## src/rtl/uart_pkg.sv

```systemverilog
// Shared types and helpers for the UART bus responder.
// UART_RESP_PARITY_EN selects 8E1 framing (adds the PARITY states).
package uart_pkg;

  localparam int FRAME_DATA_BITS = 8;

`ifdef UART_RESP_PARITY_EN
  localparam int FRAME_BITS = 11;
  typedef enum logic [2:0] {
    TX_IDLE, TX_START, TX_DATA, TX_PARITY, TX_STOP
  } tx_state_t;
  typedef enum logic [2:0] {
    RX_IDLE, RX_START, RX_DATA, RX_PARITY, RX_STOP, RX_BREAK
  } rx_state_t;
`else
  localparam int FRAME_BITS = 10;
  typedef enum logic [2:0] {
    TX_IDLE, TX_START, TX_DATA, TX_STOP
  } tx_state_t;
  typedef enum logic [2:0] {
    RX_IDLE, RX_START, RX_DATA, RX_STOP, RX_BREAK
  } rx_state_t;
`endif

  function automatic int calc_div(input int clk_hz, input int baud);
    return clk_hz / baud;
  endfunction

  function automatic int calc_half(input int div);
    return div / 2;
  endfunction

endpackage

```

## src/rtl/uart_bit_timer.sv

```systemverilog
// Bit-period counter: counts 0..DIV-1 while enabled and flags the last cycle.
// half_load preloads so the first tick lands HALF cycles later (mid-bit sampling).
module uart_bit_timer #(
  parameter int DIV  = 10,
  parameter int HALF = 5
) (
  input  logic clk,
  input  logic rst_n,
  input  logic load,
  input  logic half_load,
  input  logic en,
  output logic tick
);

  localparam int CW = (DIV > 1) ? $clog2(DIV) : 1;
  localparam logic [CW-1:0] LAST       = CW'(DIV - 1);
  localparam logic [CW-1:0] HALF_START = CW'(DIV - HALF);

  logic [CW-1:0] count;

  always_ff @(posedge clk) begin
    if (!rst_n || load) begin
      count <= '0;
    end else if (half_load) begin
      count <= HALF_START;
    end else if (en) begin
      count <= (count == LAST) ? '0 : count + 1'b1;
    end
  end

  assign tick = en && (count == LAST);

endmodule

```

## src/rtl/uart_bus_responder.sv

```systemverilog
// Device side of the parallel UART strobe bus: THR/RX holding registers plus 8N1 serializer/deserializer.
// Define UART_RESP_PARITY_EN for 8E1 frames (even parity after D7, checked on receive).
module uart_bus_responder
  import uart_pkg::*;
#(
  parameter int CLK_HZ      = 50_000_000,
  parameter int BAUD        = 115_200,
  parameter int SYNC_STAGES = 2
) (
  input  logic       clk,
  input  logic       rst_n,
  input  logic       uart_rdn,
  input  logic       uart_wrn,
  input  logic [7:0] bus_data_i,
  output logic [7:0] bus_data_o,
  output logic       bus_data_oe,
  output logic       uart_dataready,
  output logic       uart_tbre,
  output logic       uart_tsre,
  output logic       txd,
  input  logic       rxd
);

  localparam int DIV  = calc_div(CLK_HZ, BAUD);
  localparam int HALF = calc_half(DIV);
  localparam logic [2:0] LAST_BIT = 3'(FRAME_DATA_BITS - 1);

  // Strobe handshake: a bus cycle is the low phase of uart_wrn/uart_rdn; it completes
  // on the synced rising edge, where a write commits to THR and a read clears dataready.
  logic [SYNC_STAGES-1:0] rdn_sync, wrn_sync, rxd_sync;
  logic rdn_prev, wrn_prev, rxd_prev;
  logic rdn_s, wrn_s, rxd_s;
  logic rd_done, wr_commit, rxd_fall;

  always_ff @(posedge clk) begin
    if (!rst_n) begin
      rdn_sync <= '1;
      wrn_sync <= '1;
      rxd_sync <= '1;
      rdn_prev <= 1'b1;
      wrn_prev <= 1'b1;
      rxd_prev <= 1'b1;
    end else begin
      rdn_sync <= {rdn_sync[SYNC_STAGES-2:0], uart_rdn};
      wrn_sync <= {wrn_sync[SYNC_STAGES-2:0], uart_wrn};
      rxd_sync <= {rxd_sync[SYNC_STAGES-2:0], rxd};
      rdn_prev <= rdn_s;
      wrn_prev <= wrn_s;
      rxd_prev <= rxd_s;
    end
  end

  assign rdn_s     = rdn_sync[SYNC_STAGES-1];
  assign wrn_s     = wrn_sync[SYNC_STAGES-1];
  assign rxd_s     = rxd_sync[SYNC_STAGES-1];
  assign rd_done   = rdn_s & ~rdn_prev;
  assign wr_commit = wrn_s & ~wrn_prev;
  assign rxd_fall  = ~rxd_s & rxd_prev;

  logic [7:0] rx_hold;
  assign bus_data_oe = ~uart_rdn;
  assign bus_data_o  = rx_hold;

  // ---------------- transmitter ----------------
  tx_state_t  tx_state;
  logic [7:0] wr_sample, thr, tsr;
  logic [2:0] tx_bit;
  logic       tx_load, tx_tick;
`ifdef UART_RESP_PARITY_EN
  logic       tx_par;
`endif

  assign tx_load = (tx_state == TX_IDLE) && !uart_tbre;

  uart_bit_timer #(.DIV(DIV), .HALF(HALF)) u_tx_timer (
    .clk       (clk),
    .rst_n     (rst_n),
    .load      (tx_load),
    .half_load (1'b0),
    .en        (tx_state != TX_IDLE),
    .tick      (tx_tick)
  );

  always_ff @(posedge clk) begin
    if (!rst_n) begin
      tx_state  <= TX_IDLE;
      wr_sample <= '0;
      thr       <= '0;
      tsr       <= '0;
      tx_bit    <= '0;
      txd       <= 1'b1;
      uart_tbre <= 1'b1;
      uart_tsre <= 1'b1;
`ifdef UART_RESP_PARITY_EN
      tx_par    <= 1'b0;
`endif
    end else begin
      if (!wrn_s) wr_sample <= bus_data_i;
      case (tx_state)
        TX_IDLE: begin
          if (!uart_tbre) begin
            tsr       <= thr;
`ifdef UART_RESP_PARITY_EN
            tx_par    <= ^thr;
`endif
            uart_tbre <= 1'b1;
            uart_tsre <= 1'b0;
            txd       <= 1'b0;
            tx_state  <= TX_START;
          end
        end
        TX_START: begin
          if (tx_tick) begin
            txd      <= tsr[0];
            tx_bit   <= '0;
            tx_state <= TX_DATA;
          end
        end
        TX_DATA: begin
          if (tx_tick) begin
            if (tx_bit == LAST_BIT) begin
              tx_bit   <= '0;
`ifdef UART_RESP_PARITY_EN
              txd      <= tx_par;
              tx_state <= TX_PARITY;
`else
              txd      <= 1'b1;
              tx_state <= TX_STOP;
`endif
            end else begin
              tx_bit <= tx_bit + 3'd1;
              txd    <= tsr[tx_bit + 3'd1];
            end
          end
        end
`ifdef UART_RESP_PARITY_EN
        TX_PARITY: begin
          if (tx_tick) begin
            txd      <= 1'b1;
            tx_state <= TX_STOP;
          end
        end
`endif
        TX_STOP: begin
          if (tx_tick) begin
            // A pending THR chains straight into the next start bit.
            if (!uart_tbre) begin
              tsr       <= thr;
`ifdef UART_RESP_PARITY_EN
              tx_par    <= ^thr;
`endif
              uart_tbre <= 1'b1;
              txd       <= 1'b0;
              tx_state  <= TX_START;
            end else begin
              uart_tsre <= 1'b1;
              tx_state  <= TX_IDLE;
            end
          end
        end
        default: tx_state <= TX_IDLE;
      endcase
      // Placed last so a commit colliding with a THR->TSR transfer leaves tbre low.
      if (wr_commit) begin
        thr       <= wr_sample;
        uart_tbre <= 1'b0;
      end
    end
  end

  // ---------------- receiver ----------------
  rx_state_t  rx_state;
  logic [7:0] rx_sr;
  logic [2:0] rx_bit;
  logic       rx_tick, rx_start;
`ifdef UART_RESP_PARITY_EN
  logic       rx_par_ok;
`endif

  assign rx_start = (rx_state == RX_IDLE) && rxd_fall;

  uart_bit_timer #(.DIV(DIV), .HALF(HALF)) u_rx_timer (
    .clk       (clk),
    .rst_n     (rst_n),
    .load      (1'b0),
    .half_load (rx_start),
    .en        ((rx_state != RX_IDLE) && (rx_state != RX_BREAK)),
    .tick      (rx_tick)
  );

  always_ff @(posedge clk) begin
    if (!rst_n) begin
      rx_state       <= RX_IDLE;
      rx_sr          <= '0;
      rx_hold        <= '0;
      rx_bit         <= '0;
      uart_dataready <= 1'b0;
`ifdef UART_RESP_PARITY_EN
      rx_par_ok      <= 1'b1;
`endif
    end else begin
      if (rd_done) uart_dataready <= 1'b0;
      case (rx_state)
        RX_IDLE: begin
          if (rxd_fall) rx_state <= RX_START;
        end
        RX_START: begin
          if (rx_tick) begin
            if (rxd_s) begin
              rx_state <= RX_IDLE;
            end else begin
              rx_bit   <= '0;
              rx_state <= RX_DATA;
            end
          end
        end
        RX_DATA: begin
          if (rx_tick) begin
            rx_sr[rx_bit] <= rxd_s;
            if (rx_bit == LAST_BIT) begin
              rx_bit   <= '0;
`ifdef UART_RESP_PARITY_EN
              rx_state <= RX_PARITY;
`else
              rx_state <= RX_STOP;
`endif
            end else begin
              rx_bit <= rx_bit + 3'd1;
            end
          end
        end
`ifdef UART_RESP_PARITY_EN
        RX_PARITY: begin
          if (rx_tick) begin
            rx_par_ok <= ((^rx_sr) == rxd_s);
            rx_state  <= RX_STOP;
          end
        end
`endif
        RX_STOP: begin
          if (rx_tick) begin
`ifdef UART_RESP_PARITY_EN
            if (rxd_s && rx_par_ok) begin
`else
            if (rxd_s) begin
`endif
              rx_hold        <= rx_sr;
              uart_dataready <= 1'b1;
              rx_state       <= RX_IDLE;
            end else begin
              rx_state <= RX_BREAK;
            end
          end
        end
        RX_BREAK: begin
          if (rxd_s) rx_state <= RX_IDLE;
        end
        default: rx_state <= RX_IDLE;
      endcase
    end
  end

endmodule

```

## config.mk

```make
export PLATFORM = sky130hd
export DESIGN_NAME = uart_bus_responder
export DESIGN_NICKNAME = d
export VERILOG_FILES = /design/src/rtl/uart_pkg.sv /design/src/rtl/uart_bit_timer.sv /design/src/rtl/uart_bus_responder.sv
export SDC_FILE = /design/constraint.sdc
export NUM_CORES = 1
export LEC_CHECK = 0
export ABC_AREA = 1
export CORE_MARGIN = 2
export CORE_UTILIZATION = 58
export DETAILED_ROUTE_END_ITERATION = 10
export PLACE_DENSITY = 0.79
export SYNTH_ARGS = -nofsm -noshare
export SYNTH_HDL_FRONTEND = slang
export SYNTH_SLANG_ARGS = --single-unit
```

## constraint.sdc

```tcl
create_clock -name clk -period 1.9 [get_ports clk]
set_clock_uncertainty 0.2 [all_clocks]
set_input_delay 0.285 -clock clk [delete_from_list [all_inputs] [get_ports clk]]
set_output_delay 0.285 -clock clk [all_outputs]
set_load 0.01 [all_outputs]
```

==> summary by stage <==
Status
The flow ran to the end, and the final reports show no timing, DRC or antenna violations.

Timing
Measured against its own limit, the worst slew margin works out to 76.5%. The number of failing setup endpoints in the final timing report is 0. For this run, the top clock speed supported by timing is 551 MHz.

The worst path uses 95.6% of the clock period. For the pin with the worst max-slew slack, the measured transition is 352 ps. Counting I/O delays and the setup requirement, the final critical path takes approximately 1800 ps. The hold violation total from the final report was 0. The count of final max-slew check failures is 0.

Finish
From synthesis to final layout, the design area changed by 16.0%. The fraction of final layout cells sized beyond drive strength 1 is about a tenth. The post-route cell area is 4460 um2. The net count of the finished layout is 612. 0 antenna diodes ended up in the layout. The non-filler instance count after layout is approximately 670.

Synth
The adder and majority gate portion of the synthesized area is 3.90%. The portion of the post-synthesis area used by sequential elements is 42.7%. The synthesized area per cell is approximately 7.0 um2. The largest total area in the synthesized netlist belongs to dfxtp_1.

The xor and xnor area share after synthesis is 1.14%. The netlist area before placement is 3840 um2. The portion of synthesized cell area occupied by the leading cell type is 42.7%. In this run, synthesis inferred 0 flip-flops with an integrated enable. The number of distinct standard cells referenced by the synthesized netlist is 32. In the synthesized netlist, the cells that appear most often are nand2_1, dfxtp_1, nor2_1. After Yosys synthesis, and, or, nand and nor cells account for a little over a third of the synthesized area. The cell with the most instances after synthesis is nand2_1. In this run, synthesis produced a sequential element count of 82. When the netlist entered floorplanning its net count stood at 573. For this run, asynchronously set or reset flops after synthesis account for 0%. The multiplexer fraction of the synthesized cell area is 0%. After synthesis, the cell types taking the most area are dfxtp_1, nand2_1, nor2_1. The number of warning messages in the yosys log is 0. After technology mapping, the gate count stands at 548.

The fraction of the mapped netlist area in compound gates is 7.39%. In the synthesized netlist the dominant register cell turns out to be dfxtp_1. The largest family of logic cells by synthesized area is simple AND/OR/NAND/NOR gates.

Routing
Summing over every cut layer, the via total after detailed routing is 3461. For this block, the initial DRC count from the detailed router was between 100 and 150. The detailed-router iteration count before antenna repair is 4.

The wire length the detailed router placed on met1 is 3.75 mm. The detail route stage leaves a number of antenna-violating nets equal to 0. The sum of routed wire length over all layers is 7.96 mm.

The highest layer touched by signal routing is met4. The wire length per cell is 11.9 um. In the routed layout, each cell is associated on average with a via count of 5.17. Wire segments on met3 add up to 258 um in the final route.

The routed length on met2 is 3.86 mm. After detailed routing, the number of remaining DRC violations is 0.

Global routing
The number of antenna violations at the first check in global routing is 0. The first global-routing pass estimated 13.6 mm of wire. The global-route usage over all layers is a little under a quarter.

Global routing finished with a remaining overflow of 0. Entering global routing, the biggest net connects 20 pins. The via count of the first global-routing pass is 3200.

Place
During placement, the flow inserted port buffers numbering 25. The wire-length estimate of the detail-placed layout is 5.66 mm. The global placer's final weighted congestion is 0.925. The total instance count after detailed placement is 650. The placed instances occupy a cell area of approximately 4200 um2.

Floorplanning
The die is about 85 um wide. The core region is 6390 um2. The total number of placement rows is 29. The full die area is about 7300 um2. The y dimension of the die is 85.4 um. Once the floorplan was initialized, standard cells occupied about three fifths of the core.

The I/O pin count is 26.

Critical path
Walking the worst path, the cells encountered are clkdlybuf4s50_1. The kind of critical path is reg -> out. For the worst setup path, the data required time is ~1400 ps. The largest individual stage delay along the critical path comes from the cell clkdlybuf4s50_1. Together, buffers and inverters on the worst path number 1. The highest fanout seen on the critical path is 8. STA classifies the critical path endpoint as a primary output. The arrival time at the worst endpoint is 1330 ps.

The critical path depth is 1. The worst register-to-register path has a depth of 8. The peak per-stage delay on the critical path is 560 ps. The top cell family by delay on the critical path is buffers and inverters. The sort of element at the start of the critical path is a flip-flop.

Job
The tool flagged a number of max-cap violations equal to 0.

CTS
Counting along the longest clock path gives a buffer depth of 2. The number of buffers created by CTS is 9. The number of levels the H-tree was split into is 3. The clock edge transition at the registers on the reported setup and hold paths is 80 ps. TritonCTS built the clock tree. The library cell used as clock root buffer is clkbuf_8. For this design, the sink count on the clock tree is 82.

The worst-skew pair later-pin latency is 350 ps.

Power and ir drop
The net load switching power is 1.01 mW. The cell leakage power is between 1.5 and 2 nW. The clock network accounts for between 30% and 40% of the total power.

The power density relative to cell area is 841 nW/um2. In this run switching power makes up roughly 27% of total power. The total power is between 3 and 4 mW. Sequential cells burn 49.8% of the power. The peak supply drop is 0.000593 V. The internal power of the cells totals 2.74 mW.

The fraction of power consumed by combinational cells is about 14%.

Worst hold path
The hold path depth is 1. The worst min-delay path class is reg -> reg.
per-stage QoR:
stage                     setup WS (ps)  TNS (ps)  hold WS, ps  utilization (%)
after floorplan                     227         0          188                -
after global placement              138         0          197             65.8
after detailed placement           30.8         0          199             65.8
after CTS                          30.6         0          220             69.2
after global routing              -17.4     -22.4          230             69.9
final                              83.9         0          216             69.9
routing by layer:
| layer | up-vias | GRT usage [%] |
|---|---|---|
| met2 | 45 | 38.6 |
| met5 | - | 0 |
| li1 | 1811 | - |
| met3 | 10 | 5.93 |
| met1 | 1595 | 28.1 |
| met4 | 0 | 8.08 |
power by group through the flow:
stage	clock network (mW)	logic, mW	registers [mW]
2_1_floorplan	0	0.339	1.90
3_3_place_gp	0	0.469	1.90
3_5_place_dp	0	0.479	1.91
4_1_cts	1.39	0.484	1.87
5_1_grt	1.46	0.588	1.88
6_report	1.37	0.516	1.87
flip-flops by register name, summed over array words and instances, names as in the netlist, 2 cells and up:
register          flops
rxd_sync              2
bus_data_o            8
u_rx_timer.count      9
rdn_sync              2
rx_bit                3
thr                   8
tx_bit                3
tx_state              2
wrn_sync              2
tsr                   8
wr_sample             8
rx_state              3
u_tx_timer.count      9
rx_sr                 8
logic make-up (layout without fill, tap and decap cells):
logic type | count (synthesis) | count (layout)
simple gates | 303 | 303
flops | 82 | 82
xor+xnor | 5 | 5
compound gates | 55 | 55
buf+inv | 91 | 135
fa+ha+maj | 12 | 12
path summary, 6_finish.rpt:
kind	start	end	slack, ps
setup / recovery	uart_tbre	uart_tbre	80
hold / removal	rdn_sync[0]	rdn_sync[1]	220
setup reg to reg	tx_state[0]	tsr[3]	100
hold reg to reg	rdn_sync[0]	rdn_sync[1]	220
layout by cell type (no fill, tap or decap), types with 3 or more instances in the layout:
master / count
nand2_1: 143
dfxtp_1: 81
nor2_1: 73
inv_1: 70
a21oi_1: 32
nand3_1: 30
clkdlybuf4s50_1: 25
nand4_1: 21
buf_4: 17
o21ai_0: 16
nor3_1: 11
ha_1: 11
clkbuf_8: 9
nand2_2: 5
xor2_1: 5
or2_2: 5
a31oi_1: 5
inv_2: 4
nor2_2: 4
nand3b_1: 3
area by class of cell:
class,count,area (um2)
inverter,77,292
tap,77,96.3
fill,545,1920
timing repair buffer,42,378
clock inverter,7,93.8
multi-input combinational,375,1840
sequential,82,1640
clock buffer,9,124
what timing repair did:
item / 4_1_cts / 5_1_grt
hold buffers: 0 / 0
pin swaps: 0 / 1
resized for setup: 1 / 7
setup buffers: 0 / 3
setup endpoints to repair: 1 / 25
Power figures use the tool's default switching activity.
